## src/rtl/arb5_pkg.sv

```systemverilog
// Shared constants, state encoding and index helper for the five-way
// round-robin arbiter.
package arb5_pkg;

   localparam int NREQ = 5;
   localparam int ID_W = 3;

   // Exclude index value that matches no requester (used while idle).
   localparam logic [ID_W-1:0] NO_EXCL = 3'd7;

   typedef enum logic {
      IDLE  = 1'b0,
      GRANT = 1'b1
   } state_t;

   // Advance a requester index by one, wrapping 4 -> 0.
   function automatic logic [ID_W-1:0] next_idx(input logic [ID_W-1:0] idx);
      return (idx == 3'd4) ? 3'd0 : idx + 3'd1;
   endfunction

endpackage

```

## src/rtl/rr_pick5.sv

```systemverilog
// Combinational rotating-priority picker: scans the effective requests
// starting at ptr and moving upward mod 5, skipping the excluded index,
// and reports the first hit as one-hot, binary index and a found flag.
module rr_pick5
   import arb5_pkg::*;
(
   input  logic [NREQ-1:0] ereq,
   input  logic [ID_W-1:0] ptr,
   input  logic [ID_W-1:0] excl,
   output logic [NREQ-1:0] win_oh,
   output logic [ID_W-1:0] win_id,
   output logic            found
);

   logic [NREQ-1:0] cand;
   logic [ID_W-1:0] scan_idx;
   logic            hit;

   // Remove the excluded requester from the candidate set.
   always_comb begin
      cand = '0;
      for (int i = 0; i < NREQ; i++) begin
         cand[i] = ereq[i] & (excl != ID_W'(i));
      end
   end

   // Walk the five positions in priority order and latch the first hit.
   always_comb begin
      win_oh   = '0;
      win_id   = '0;
      found    = 1'b0;
      hit      = 1'b0;
      scan_idx = ptr;
      for (int k = 0; k < NREQ; k++) begin
         hit      = !found && cand[scan_idx];
         win_oh   = hit ? (NREQ'(1) << scan_idx) : win_oh;
         win_id   = hit ? scan_idx : win_id;
         found    = found | hit;
         scan_idx = next_idx(scan_idx);
      end
   end

endmodule

```

## src/rtl/arb5_rr.sv

```systemverilog
// Five-way round-robin arbiter with registered one-hot grant, rotating
// priority pointer and a bounded grant-hold counter for fairness.
module arb5_rr
   import arb5_pkg::*;
#(
   parameter int MAX_HOLD = 16,
   parameter int CNT_W    = 8
)
(
   input  logic            CK,
   input  logic            CD,
   input  logic [NREQ-1:0] REQ,
   input  logic [NREQ-1:0] MASK,
   output logic [NREQ-1:0] GNT,
   output logic            GNT_VLD,
   output logic [ID_W-1:0] GNT_ID,
   output logic            ANY
);

   localparam logic [CNT_W-1:0] HOLD_LAST = CNT_W'(MAX_HOLD - 1);

   state_t          state_r, state_nxt_s;
   logic [NREQ-1:0] gnt_r, gnt_nxt_s;
   logic [ID_W-1:0] id_r, id_nxt_s;
   logic            vld_r;
   logic [ID_W-1:0] ptr_r, ptr_nxt_s;
   logic [CNT_W-1:0] hold_r, hold_nxt_s;

   logic [NREQ-1:0] ereq_s;
   logic [ID_W-1:0] excl_s;
   logic [NREQ-1:0] win_oh_s;
   logic [ID_W-1:0] win_id_s;
   logic            found_s;
   logic            release_s;

   assign ereq_s = REQ & ~MASK;
   assign ANY    = |ereq_s;

   // While granting, the current grantee is excluded from the next search.
   assign excl_s = (state_r == GRANT) ? id_r : NO_EXCL;

   // Release on drop/mask of the grantee, or on timeout with a competitor waiting.
   assign release_s = (state_r == GRANT) &&
                      (!ereq_s[id_r] ||
                       ((hold_r == HOLD_LAST) && (|(ereq_s & ~gnt_r))));

   rr_pick5 u_pick (
      .ereq   (ereq_s),
      .ptr    (ptr_r),
      .excl   (excl_s),
      .win_oh (win_oh_s),
      .win_id (win_id_s),
      .found  (found_s)
   );

   // Next-state, next-grant, pointer and hold-counter decisions.
   always_comb begin
      state_nxt_s = state_r;
      gnt_nxt_s   = gnt_r;
      id_nxt_s    = id_r;
      ptr_nxt_s   = ptr_r;
      hold_nxt_s  = hold_r;
      case (state_r)
         IDLE: begin
            if (found_s) begin
               state_nxt_s = GRANT;
               gnt_nxt_s   = win_oh_s;
               id_nxt_s    = win_id_s;
               ptr_nxt_s   = next_idx(win_id_s);
               hold_nxt_s  = '0;
            end else begin
               state_nxt_s = IDLE;
               gnt_nxt_s   = '0;
               id_nxt_s    = '0;
            end
         end
         GRANT: begin
            if (release_s) begin
               if (found_s) begin
                  // Direct hand-off, no idle gap.
                  state_nxt_s = GRANT;
                  gnt_nxt_s   = win_oh_s;
                  id_nxt_s    = win_id_s;
                  ptr_nxt_s   = next_idx(win_id_s);
                  hold_nxt_s  = '0;
               end else begin
                  state_nxt_s = IDLE;
                  gnt_nxt_s   = '0;
                  id_nxt_s    = '0;
                  hold_nxt_s  = '0;
               end
            end else if (hold_r == HOLD_LAST) begin
               // Timeout with nobody else waiting: keep grant, restart count.
               hold_nxt_s = '0;
            end else begin
               hold_nxt_s = hold_r + CNT_W'(1);
            end
         end
         default: begin
            state_nxt_s = IDLE;
            gnt_nxt_s   = '0;
            id_nxt_s    = '0;
            hold_nxt_s  = '0;
         end
      endcase
   end

   // State and output registers, cleared asynchronously by CD.
   always_ff @(posedge CK or posedge CD) begin
      if (CD) begin
         state_r <= IDLE;
         gnt_r   <= '0;
         id_r    <= '0;
         vld_r   <= 1'b0;
         ptr_r   <= '0;
         hold_r  <= '0;
      end else begin
         state_r <= state_nxt_s;
         gnt_r   <= gnt_nxt_s;
         id_r    <= id_nxt_s;
         vld_r   <= |gnt_nxt_s;
         ptr_r   <= ptr_nxt_s;
         hold_r  <= hold_nxt_s;
      end
   end

   assign GNT     = gnt_r;
   assign GNT_VLD = vld_r;
   assign GNT_ID  = id_r;

endmodule

```

## config.mk

```make
export PLATFORM = sky130hd
export DESIGN_NAME = arb5_rr
export DESIGN_NICKNAME = d
export VERILOG_FILES = /design/src/rtl/arb5_pkg.sv /design/src/rtl/rr_pick5.sv /design/src/rtl/arb5_rr.sv
export SDC_FILE = /design/constraint.sdc
export NUM_CORES = 1
export LEC_CHECK = 0
export ABC_AREA = 1
export CAP_MARGIN = 5
export CORE_ASPECT_RATIO = 1.25
export CORE_UTILIZATION = 64
export CTS_CLUSTER_SIZE = 30
export DETAILED_ROUTE_END_ITERATION = 16
export DONT_BUFFER_PORTS = 1
export PLACE_DENSITY = 0.84
export SLEW_MARGIN = 25
export SYNTH_ARGS = -nofsm -noshare
export SYNTH_HDL_FRONTEND = slang
export SYNTH_SLANG_ARGS = --single-unit
```

## constraint.sdc

```tcl
create_clock -name CK -period 4 [get_ports CK]
set_input_delay 0.4 -clock CK [delete_from_list [all_inputs] [get_ports CK]]
set_output_delay 0.4 -clock CK [all_outputs]
set_load 0.005 [all_outputs]
```

======== After elaboration in Yosys (flattened, before gate mapping) ========
Cells that the tools add are included.
storage, ports and cells
  bits of input ports ..................... 12
  output and inout bits ................... 10
  register bits ........................... 21
  word-level logic and storage cells ...... 109
operators by class
  magnitude comparators ................... 6
  equality and inequality tests ........... 12
  reduce and logical (&&, ||, !) cells .... 16
  shift operators ......................... 5
  multiplexer cells ....................... 44
  bitwise logic cells ..................... 14
  add/sub/neg operators ................... 6
operator list
  cell                   count
  $mux W3                15
  $mux W5                7
  $shl A1 B3 Y5 const A  5
  $lt A3 B4 Y1 const B   6
  $mux W8                3
  $bmux W1 S3            6
  $pmux W8 S2            1
  $add A3 B1 Y3 const B  5
  $eq A3 B3 Y1 const B   5
  $reduce_or A5 Y1       3
  $pmux W3 S2            2
  $and A5 B5 Y5          2
  $not A5 Y5             2
  $pmux W5 S2            1
  $add A8 B1 Y8 const B  1
  $eq A8 B4 Y1 const B   1
  $mux W1                8
  $logic_and A1 B1 Y1    6
  $ne A3 B2 Y1 const B   2
  $and A1 B1 Y1          5
  $logic_not A1 Y1       5
  $or A1 B1 Y1           4
  $ne A3 B1 Y1 const B   1
  $ne A3 B3 Y1 const B   1
  6 further kinds        6

======== Depth between registers and ports, before layout ========
  depth in word-level cells ............... 22
  mapped depth ............................ 26
  mapped depth without buffers ............ 26

======== Modules after synthesis ========
From an unflattened synthesis, not the netlist that was laid out.
second synthesis, totals
  cell total of the unflattened synthesis .. 381
  area, all modules ....................... 2527.4 um^2
by module, submodules not included
  module    cells each  area each (um^2)  sequential area each (um^2)  times used
  arb5_rr   163         1307.5            525.5                        1
  rr_pick5  218         1219.9            0.0                          1

======== Least setup slack after synthesis ========
No wires, ideal clock.
  path kind ............................... reg2reg
  start ................................... reg ptr_r[0]
  end ..................................... reg ptr_r[1]
  slack ................................... 463 ps
  period minus slack after synthesis ...... 3537 ps
  path buffers ............................ 0
  stages on the path, launching flop included .. 22
  required time ........................... 3873 ps
  data arrival time ....................... 3410 ps
  library setup time ...................... 127 ps
  cells stage by stage .................... dfrtp_1 -> ha_1 -> ha_1 -> nor2_1 -> inv_1 -> ha_1 -> inv_1 -> nand2_4 -> ha_1 -> inv_1 -> nand4_4 -> nand2_2 -> nand2_1 -> nand3_1 -> nand3_1 -> nand2_2 -> nand2_1 -> o21ai_2 -> inv_1 -> ha_1 -> nand2_1 -> o21ai_0
on the way
  longest elaborated chain between the ends .. 20
  elaborated cells on any way between the ends .. 45
  those cells by class .................... 5 x add/sub; 5 x eq/ne; 23 x mux; 4 x bitwise; 8 x reduce/logical
ends and longest elaborated chain
  item                                                    RTL line                      text
  start, declared                                         arb5_rr.sv:26                 logic [ID_W-1:0] ptr_r, ptr_nxt_s;
  start signal, assigned                                  arb5_rr.sv:122                ptr_r <= ptr_nxt_s;
  branches (longest 17 deep; another with $add A3 B1 Y3)  -
  $mux W3 (*)                                             arb5_rr.sv:65, arb5_rr.sv:79
  $mux W3                                                 arb5_rr.sv:78                 if (release_s) begin
  $pmux W3 S2 (*)                                         arb5_rr.sv:63                 case (state_r)
Every way passes the cells marked *. The select of a mux whose other input is x is not followed.
A chain may end at the register's enable or synchronous reset.

======== Worst setup path in the final report ========
  start ................................... reg ptr_r[1]
  end ..................................... reg ptr_r[2]
The elaborated chain is that of the path after synthesis.

==> results.sh <==
export IMPL_run_status="finished, final reports clean"
export IMPL_synth_flop_cell="sky130_fd_sc_hd__dfrtp_1"
export IMPL_yosysTopAreaCellShare_pct=23.39
export IMPL_seq_area_sq_um=526.8
export IMPL_slowest_stage="sky130_fd_sc_hd__dfrtp_1"
export IMPL_last_weighted_congestion_value_of_the_routability_driven_placer=0.9400
export IMPL_cts_htree_levels=1
export IMPL_post_route_min_period_ns=3.753
export IMPL_floorplan_rows=23
export IMPL_nets=372
export IMPL_ys_types=32
export IMPL_worstPathMaxFanout=8
export IMPL_max_cap_viol_count=0
export IMPL_syn2layout_area_growth_pct=6.180
export IMPL_detail_route_antenna_nets=0
export IMPL_dpl_hpwl_mm=4.720
export IMPL_cts_buffers=3
export IMPL_setup_total_negative_slack_ns=0
export IMPL_timing_hold_worst_class="in -> async"
export IMPL_setup_viol_count_final=0
export IMPL_routedWlPerCell_um=15.45
export IMPL_timing_critical_path_arrival_ns=3.95
export IMPL_routed_wirelength_mm=5.856
export IMPL_initial_antenna_violation_count=0
export IMPL_worstSkewPairLatency_ns=0.27
export IMPL_timing_critical_path_cells="inv_2, ha_2, nand2_4, nand2_2, inv_2, ha_1, ha_1, inv_1, nand2_4, ha_1, inv_1, nand4_4, nand2_4, nand2_1, nand3_1, nand3_1, nand2_4, nand2_2, o21ai_2, inv_1, ha_1, nand3_1, nand2_1, o21bai_1"
export IMPL_grt_util_all_layers_pct=36.59
export IMPL_timing_final_max_slew_violations=0
export IMPL_synth_top_cells_by_area="sky130_fd_sc_hd__dfrtp_1 (23%), sky130_fd_sc_hd__nand2_1 (11%), sky130_fd_sc_hd__nand3_1 (9.8%)"
export IMPL_yosysMostFrequentCell="sky130_fd_sc_hd__nand2_1"
export IMPL_ctsHoldBuffers=0
export IMPL_io_pin_count=22
export IMPL_path_buf_inv=5
export IMPL_fp_dieW_um=55
export IMPL_die_area_sq_um=3754
export IMPL_cts_tree="done"
export IMPL_count_of_warnings_emitted_by_yosys=0
export IMPL_post_detailed_route_drc_marker_count=0
export IMPL_synth_enable_flop_cells=0
export IMPL_detailedPlace_worstSlack_ns=0.1055
export IMPL_drt_iter0_drc=114
export IMPL_cts_root_buf="sky130_fd_sc_hd__clkbuf_8"
export IMPL_avgSynthCellArea_sq_um=6.688
export IMPL_seq_area_frac_synth_pct=23.39
export IMPL_critical_path_top_delay_family="simple AND/OR/NAND/NOR gates"
export IMPL_numClockSinks=21
export IMPL_num_vias=2282
export IMPL_synth_commonest_cells="sky130_fd_sc_hd__nand2_1 (68), sky130_fd_sc_hd__nand3_1 (44), sky130_fd_sc_hd__inv_1 (43)"
export IMPL_final_hold_violation_count=0
export IMPL_fillCellCount=292
export IMPL_worst_setup_path_startpoint="ptr_r[1]$_DFFE_PP0P_"
export IMPL_area_of_the_multi_input_gates_sq_um=1533
export IMPL_critical_path_endpoint_type="register"
export IMPL_ctsLongestPathBuffers=2
export IMPL_portBuffers=0
export IMPL_setup_worst_path_class="reg -> reg"
export IMPL_grt_pass1_wl_mm=9.625
export IMPL_startpoint_type="register"
export IMPL_fin_worst_skew_ns=0.003154
export IMPL_final_setup_worst_slack_ns=0.2470
export IMPL_grt_max_degree=22
export IMPL_fmaxAchievable_mhz=266.5
export IMPL_finalCritPeriodShare_pct=93.82
export IMPL_fp_dieH_um=68.25
export IMPL_synth_async_reset_ratio_pct=100.0
export IMPL_clk_pin_slew_worst_paths_ns=0.08
export IMPL_syn_nets=365
export IMPL_fp_coreArea_sq_um=3281
export IMPL_fin_util_pct=72.73
export IMPL_initial_cell_density_of_the_core_pct=68.50
export IMPL_gate_count_of_the_mapped_netlist=336
export IMPL_cpPeakStageDelay_ns=0.46
export IMPL_layout_cell_area_non_filler_sq_um=2386
export IMPL_max_transition_margin_pct=47.56
export IMPL_grt_pass1_vias=2185
export IMPL_dpl_instance_area_sq_um=2296
export IMPL_grt_overflow=0
export IMPL_layout_drive_gt1_share_pct=14.91
export IMPL_routed_via_density=6.021
export IMPL_crit_reg2reg_launch="ptr_r[1]$_DFFE_PP0P_"
export IMPL_post_synthesis_instance_area_sq_um=2247
export IMPL_yosys_area_top_type="sky130_fd_sc_hd__dfrtp_1"
export IMPL_antennaDiodeCount=0
export IMPL_drtPass1Iterations=5
export IMPL_worst_slew_pin_slew_ns=0.7858
export IMPL_ys_seq_elements=21
export IMPL_timing_critical_path_required_ns=4.20
## area by class of cell
| cell class | count | share of cell area, % |
|---|---|---|
| flip-flops and latches | 21 | 22.08 |
| clock buffers | 3 | 1.730 |
| inverters | 55 | 8.862 |
| clock inverters | 1 | 0.2098 |
| multi-input cells | 259 | 64.24 |
| repair buffers | 3 | 0.9439 |
| well taps | 37 | 1.940 |
## per-layer routing
metal	track usage (%)	vias to the layer above	part of all wire, %
li1	-	1123	-
met1	37.52	1043	39
met2	63.40	84	50
met3	8.000	32	4.8
met4	25.94	0	5.9
met5	0	-	0
## path summary, 6_finish.rpt
path                                         endpoint  slack (ns)  cells after the start
worst max-delay path             ptr_r[2]$_DFFE_PP0P_        0.25                     24
worst min-delay path                GNT_VLD$_DFF_PP0_        0.16                      1
worst max register to register   ptr_r[2]$_DFFE_PP0P_        0.25                     24
worst min register to register  hold_r[0]$_DFFE_PP0P_        0.52                      1
max in group asynchronous        ptr_r[0]$_DFFE_PP0P_        3.31                      1
min in group CK                 hold_r[0]$_DFFE_PP0P_        0.52                      1
## kinds of logic (layout without fill, tap and decap cells)
group	after synthesis	in the layout	share of synthesized area, %
adders and majority gates	17	17	9.465
DFF	21	21	23.39
buffers and inverters	56	62	9.521
xor gates and xnor gates	4	4	1.559
and+or+nand+nor	190	190	43.37
AOI/OAI and AO/OA	48	48	12.70
## registers in the layout (all words and copies together), names as in the netlist
name	count
GNT_ID	3
GNT	5
hold_r	8
state_r	1
GNT_VLD	1
ptr_r	3
## layout by cell type (no fill, tap or decap), types with 4 or more instances in the layout
master	Yosys	final
sky130_fd_sc_hd__nor2_1	40	39
sky130_fd_sc_hd__nor3_1	5	5
sky130_fd_sc_hd__a21oi_1	11	11
sky130_fd_sc_hd__nand2_1	68	67
sky130_fd_sc_hd__o21ai_1	5	5
sky130_fd_sc_hd__xor2_1	4	4
sky130_fd_sc_hd__o22ai_1	10	10
sky130_fd_sc_hd__nor2_4	4	4
sky130_fd_sc_hd__inv_2	10	10
sky130_fd_sc_hd__o21ai_0	12	12
sky130_fd_sc_hd__nand2_4	8	10
sky130_fd_sc_hd__ha_1	17	16
sky130_fd_sc_hd__nand4_1	8	8
sky130_fd_sc_hd__nand2_2	5	4
sky130_fd_sc_hd__dfrtp_1	21	20
sky130_fd_sc_hd__nand3_1	44	44
sky130_fd_sc_hd__inv_1	43	42
## per-stage QoR
step                      cells  hold WS (ns)
after CTS                   377        0.1826
final                       379        0.1583
after global placement      373        0.4679
after detailed placement    373        0.4722
after floorplan             336        0.3765
after global routing        379        0.2508
## repair_timing
item | 4_1_cts | 5_1_grt
buffers inserted | 0 | 2
setup endpoints to repair | 0 | 3
resized for setup | 0 | 9
Power is not shown: default switching activity piles up to over one toggle a cycle in this logic, so the estimate is an artifact.
